[src/rtl/demux_scheduler_if.sv]
// Request handshake between an upstream producer and demux_scheduler.
// The producer drives destination/data with in_valid; the scheduler returns in_ready.
interface demux_scheduler_if;
    logic       in_valid;
    logic       in_ready;
    logic [1:0] in_dest;
    logic       in_data;

    modport master (output in_valid, output in_dest, output in_data, input in_ready);
    modport slave  (input in_valid, input in_dest, input in_data, output in_ready);
endinterface

[src/rtl/demux_scheduler.sv]
// Buffers (destination, data) requests in a FIFO and replays each onto the
// 1:4 demux selects/data, holding it HOLD cycles so downstream can sample it.
module demux_scheduler #(
    parameter int unsigned DEPTH = 4,
    parameter int unsigned HOLD  = 2
) (
    input  logic                     clk,
    input  logic                     rst,
    demux_scheduler_if.slave         req,
    output logic                     s1,
    output logic                     s0,
    output logic                     i,
    output logic                     busy,
    output logic [$clog2(DEPTH):0]   count
);
    localparam int unsigned AW = $clog2(DEPTH);
    localparam int unsigned CW = AW + 1;
    localparam int unsigned HW = (HOLD > 1) ? $clog2(HOLD) : 1;
    localparam logic [HW-1:0] HOLD_LAST = HW'(HOLD - 1);

    typedef enum logic {IDLE, DRIVE} state_t;

    state_t          state_q, state_d;
    logic [HW-1:0]   hcnt_q, hcnt_d;
    logic [AW-1:0]   wr_ptr, rd_ptr;
    logic [2:0]      mem [DEPTH];
    logic            push, pop, clear_i;

    // in_ready depends on count alone, so a pop never frees a slot in the same cycle.
    assign req.in_ready = (count != CW'(DEPTH));
    assign push         = req.in_valid && req.in_ready;
    assign busy         = (state_q == DRIVE);

    always_comb begin
        state_d = state_q;
        hcnt_d  = hcnt_q;
        pop     = 1'b0;
        clear_i = 1'b0;
        unique case (state_q)
            IDLE: begin
                if (count != '0) begin
                    pop     = 1'b1;
                    hcnt_d  = HOLD_LAST;
                    state_d = DRIVE;
                end
            end
            DRIVE: begin
                if (hcnt_q != '0) begin
                    hcnt_d = hcnt_q - 1'b1;
                end else if (count != '0) begin
                    pop    = 1'b1;
                    hcnt_d = HOLD_LAST;
                end else begin
                    clear_i = 1'b1;
                    state_d = IDLE;
                end
            end
        endcase
    end

    always_ff @(posedge clk) begin
        if (push && !rst) begin
            mem[wr_ptr] <= {req.in_dest, req.in_data};
        end
    end

    always_ff @(posedge clk) begin
        if (rst) begin
            state_q <= IDLE;
            hcnt_q  <= '0;
            wr_ptr  <= '0;
            rd_ptr  <= '0;
            count   <= '0;
            s1      <= 1'b0;
            s0      <= 1'b0;
            i       <= 1'b0;
        end else begin
            state_q <= state_d;
            hcnt_q  <= hcnt_d;
            if (push) begin
                wr_ptr <= wr_ptr + 1'b1;
            end
            // Selects keep their last value in IDLE; only the data line is cleared.
            if (pop) begin
                {s1, s0, i} <= mem[rd_ptr];
                rd_ptr      <= rd_ptr + 1'b1;
            end else if (clear_i) begin
                i <= 1'b0;
            end
            if (push && !pop) begin
                count <= count + 1'b1;
            end else if (pop && !push) begin
                count <= count - 1'b1;
            end
        end
    end
endmodule

[src/flat_wrapper.sv]
// flat-port wrapper written by rule: the top's interface ports become plain ports
module demux_scheduler_flat 
#(
    parameter int unsigned DEPTH = 4,
    parameter int unsigned HOLD  = 2
)
  (clk, rst, s1, s0, i, busy, count, req_in_valid, req_in_dest, req_in_data, req_in_ready);
  demux_scheduler_if req_i ();
  input  logic clk;
  input  logic rst;
  output logic s1;
  output logic s0;
  output logic i;
  output logic busy;
  output logic [$clog2(DEPTH):0] count;
  input wire logic [$bits(req_i.in_valid)-1:0] req_in_valid;
  input wire logic [$bits(req_i.in_dest)-1:0] req_in_dest;
  input wire logic [$bits(req_i.in_data)-1:0] req_in_data;
  output wire logic [$bits(req_i.in_ready)-1:0] req_in_ready;
  assign req_i.in_valid = req_in_valid;
  assign req_i.in_dest = req_in_dest;
  assign req_i.in_data = req_in_data;
  assign req_in_ready = req_i.in_ready;
  demux_scheduler #(.DEPTH(DEPTH), .HOLD(HOLD)) u_core (.clk(clk), .rst(rst), .req(req_i), .s1(s1), .s0(s0), .i(i), .busy(busy), .count(count));
endmodule
[config.mk]
export PLATFORM = sky130hd
export DESIGN_NAME = demux_scheduler_flat
export DESIGN_NICKNAME = d
export VERILOG_FILES = /design/src/rtl/demux_scheduler_if.sv /design/src/rtl/demux_scheduler.sv /design/src/flat_wrapper.sv
export SDC_FILE = /design/constraint.sdc
export NUM_CORES = 1
export LEC_CHECK = 0
export BUFFER_PORTS_ARGS = -buffer_cell sky130_fd_sc_hd__buf_2
export CORE_MARGIN = 2
export CORE_UTILIZATION = 55
export CTS_BUF_LIST = sky130_fd_sc_hd__clkbuf_16
export DETAILED_ROUTE_END_ITERATION = 8
export PLACE_DENSITY = 0.76
export SETUP_SLACK_MARGIN = 0.3
export SLEW_MARGIN = 20
export SYNTH_ARGS = -nofsm -noshare
export SYNTH_HDL_FRONTEND = slang
export SYNTH_SLANG_ARGS = --single-unit
[constraint.sdc]
create_clock -name clk -period 2.5 [get_ports clk]
set_clock_uncertainty 0.15 [all_clocks]
set_input_delay 0.5 -clock clk [delete_from_list [all_inputs] [get_ports clk]]
set_output_delay 0.5 -clock clk [all_outputs]
set_load 0.05 [all_outputs]
==> impl_metrics.json <==
{
  "synth_area_um2": 1090,
  "crit_end": "u_core.count[2]$_SDFFE_PP0P_",
  "grt_pass1_vias": 765,
  "cp-startpoint": "u_core.count[1]$_SDFFE_PP0P_",
  "globalRoute.totalOverflow": 0,
  "cp-start-kind": "flip-flop",
  "cts_buffers": 3,
  "grt_max_degree": 16,
  "cts_tree": "yes",
  "reg2regPathDepth": 8,
  "vias": 733,
  "die_width_um": 48.6,
  "crit_path_end_kind": "flip-flop",
  "num_rows": 16,
  "drc_errors": 0,
  "routed_wirelength_um": 2020,
  "htreeDepth": 1,
  "synth_top_cell_by_area": "edfxtp_1",
  "wl_per_cell_um": 14.8,
  "grt_usage_pct": 19.6,
  "whs_ns": 0.325,
  "critPathTopFamily": "simple AND/OR/NAND/NOR gates",
  "tns_ns": 0,
  "gp_congestion": 0.774,
  "hpwl_um": 1410,
  "grt_first_pass_wirelength_um": 3390,
  "clk_path_buf_depth": 2,
  "layout-drive-gt1-share_pct": 31.2,
  "cp_max_fo": 2,
  "cts-root-buf": "clkbuf_16",
  "period_needed_ns": 2.16,
  "die_y_um": 48.6,
  "synth_cell_types": 23,
  "slew_headroom_pct": 65.1,
  "cp_slowest_cell": "or3_4",
  "ys_warn_count": 0,
  "drtAntennaViolNets": 0,
  "clock_latency_ns": 0.26,
  "start_util_pct": 57.0,
  "r2r_start": "u_core.count[1]$_SDFFE_PP0P_",
  "path_class": "reg -> reg",
  "avgSynthCellArea_um2": 12.3,
  "synth_seq_cells": 26,
  "area_delta_synth_final_pct": 21.7,
  "routed_via_density": 5.39,
  "power.density_nw_per_um2": 1270,
  "antenna_found_initial": 0,
  "syn-instance-count": 89,
  "crit_chain": "or3_4 -> nand2_4 -> ha_4 -> inv_1 -> fa_2 -> xor2_1 -> or3_1 -> a21oi_1",
  "min_period_over_period_pct": 86.5,
  "cts_hold_buf": 0,
  "pin_count": 14,
  "rr_endpoint": "u_core.count[2]$_SDFFE_PP0P_",
  "dieArea_um2": 2360,
  "finalHoldViolations": 0,
  "layout_common_cells": "buf_2 (13), edfxtp_1 (12), dfxtp_1 (10)",
  "cp.depth": 8,
  "dr.pass1.iters": 4,
  "tightest_slew_ns": 0.519,
  "rrSetupSlack_ns": 0.34,
  "ys_top_cells_by_area": "edfxtp_1 (33%), dfxtp_1 (26%), mux4_2 (6.2%), ha_1 (5.7%), a21oi_1 (4.1%)",
  "synth_fp_nets": 101,
  "synth_top_area_share_pct": 32.9,
  "io_buffers": 13,
  "numClockSinks": 26,
  "rsz0062_at_grt": "false",
  "core-area_um2": 1920,
  "ir_drop_mv": 0.776,
  "cpPeakStageDelay_ns": 0.40,
  "hold_path_class": "in -> reg",
  "ys_seq_area_share_pct": 58.5,
  "status": "finished, final reports clean",
  "nets": 122,
  "diodes": 0,
  "power.leakage_nw": 0.530,
  "fmax_mhz": 462,
  "required_ns": 2.53,
  "clk_pin_slew_ns": 0.06,
  "crit_arrival_ns": 2.20,
  "drt-initial-drc-count": 22,
  "maxCapViolCount": 0,
  "setup_viol": 0,
  "crit_buf_inv": 1,
  "final_common_cell": "buf_2",
  "final_max_slew_viol_count": 0
}
-- metrics by stage --
| step | util (%) | setup WS, ns | instance area, um2 | cells | power [mW] |
|---|---|---|---|---|---|
| floorplan | - | 0.210 | 1110 | 89 | 1.13 |
| global placement | 62.9 | 0.346 | 1210 | 129 | 1.23 |
| detailed placement | 62.9 | 0.278 | 1210 | 129 | 1.26 |
| CTS | 68.6 | 0.302 | 1320 | 136 | 1.66 |
| global route | 69.3 | 0.307 | 1330 | 136 | 1.77 |
| finish | 69.3 | 0.337 | 1330 | 136 | 1.69 |
-- Yosys cell counts --
cell      instances
fa_1              1
nand3_2           1
nor4_1            1
o21ai_0           7
inv_1             5
and2_1            5
dfxtp_1          14
nor2_1            5
nand2_1           2
ha_1              5
mux4_2            3
nand3_1           5
xor2_1            2
nor3_1            3
clkbuf_1          1
a21oi_1           9
buf_6             1
mux2_4            1
and2b_1           1
mux2i_1           1
edfxtp_1         12
or3_1             3
nor3b_1           1
-- per-layer routing --
layer,GRT usage [%],part of all wire [%]
met4,11.4,1.7
met3,4.01,2.5
met5,0,0
met1,22.2,42
met2,34.0,54
-- logic make-up (layout without fill, tap and decap cells) --
logic type	count (synthesis)	in the layout	share of synthesized area [%]
muxes	5	5	8.46
AOI/OAI and AO/OA	16	16	7.31
DFF	26	26	58.5
adders and majority gates	6	6	7.54
xor gates and xnor gates	2	2	1.60
buffers and inverters	7	27	3.09
and+or+nand+nor	27	27	13.5
-- worst min-delay path by stage --
stage          cells past startpoint                  startpoint  slack, ns                          to
3_3_place_gp                       2       u_core.i$_SDFFE_PP0P_       0.31       u_core.i$_SDFFE_PP0P_
4_1_cts                            1                 req_in_data       0.32  u_core.mem[2][0]$_DFFE_PP_
2_1_floorplan                      2  u_core.hcnt_q$_SDFFE_PP0P_       0.33  u_core.hcnt_q$_SDFFE_PP0P_
5_1_grt                            1              req_in_dest[0]       0.33  u_core.mem[2][1]$_DFFE_PP_
6_report                           1              req_in_dest[0]       0.33  u_core.mem[2][1]$_DFFE_PP_
3_5_place_dp                       2       u_core.i$_SDFFE_PP0P_       0.31       u_core.i$_SDFFE_PP0P_
-- sequential cells by signal, summed over array words and instances, names as in the netlist, named ones only --
register and cells:
u_core.s0 1, u_core.wr_ptr 2, u_core.s1 1, u_core.rd_ptr 2, u_core.count 3, u_core.mem 12, u_core.i 1, u_core.busy 1
u_core.hcnt_q 1
-- power breakdown --
part / total [mW] / switching, mW / internal [mW]
clock network: 0.347 / 0.133 / 0.214
registers: 0.619 / 0.0710 / 0.548
logic: 0.720 / 0.429 / 0.291
-- timing repair --
action	4_1_cts	5_1_grt
resized for setup	2	2
setup buffers	3	0
pin swaps	1	3
setup endpoints to repair	1	1
-- area by class of cell --
class                           count  area, um2
Clock buffer                        3       75.1
Clock inverter                      1       3.75
Fill cell                         162        589
Inverter                            5       18.8
Multi-Input combinational cell     56        448
Sequential cell                    26        651
Tap cell                           27       33.8
Timing Repair Buffer               18        103
Note: power is estimated with default switching activity, not from simulation.
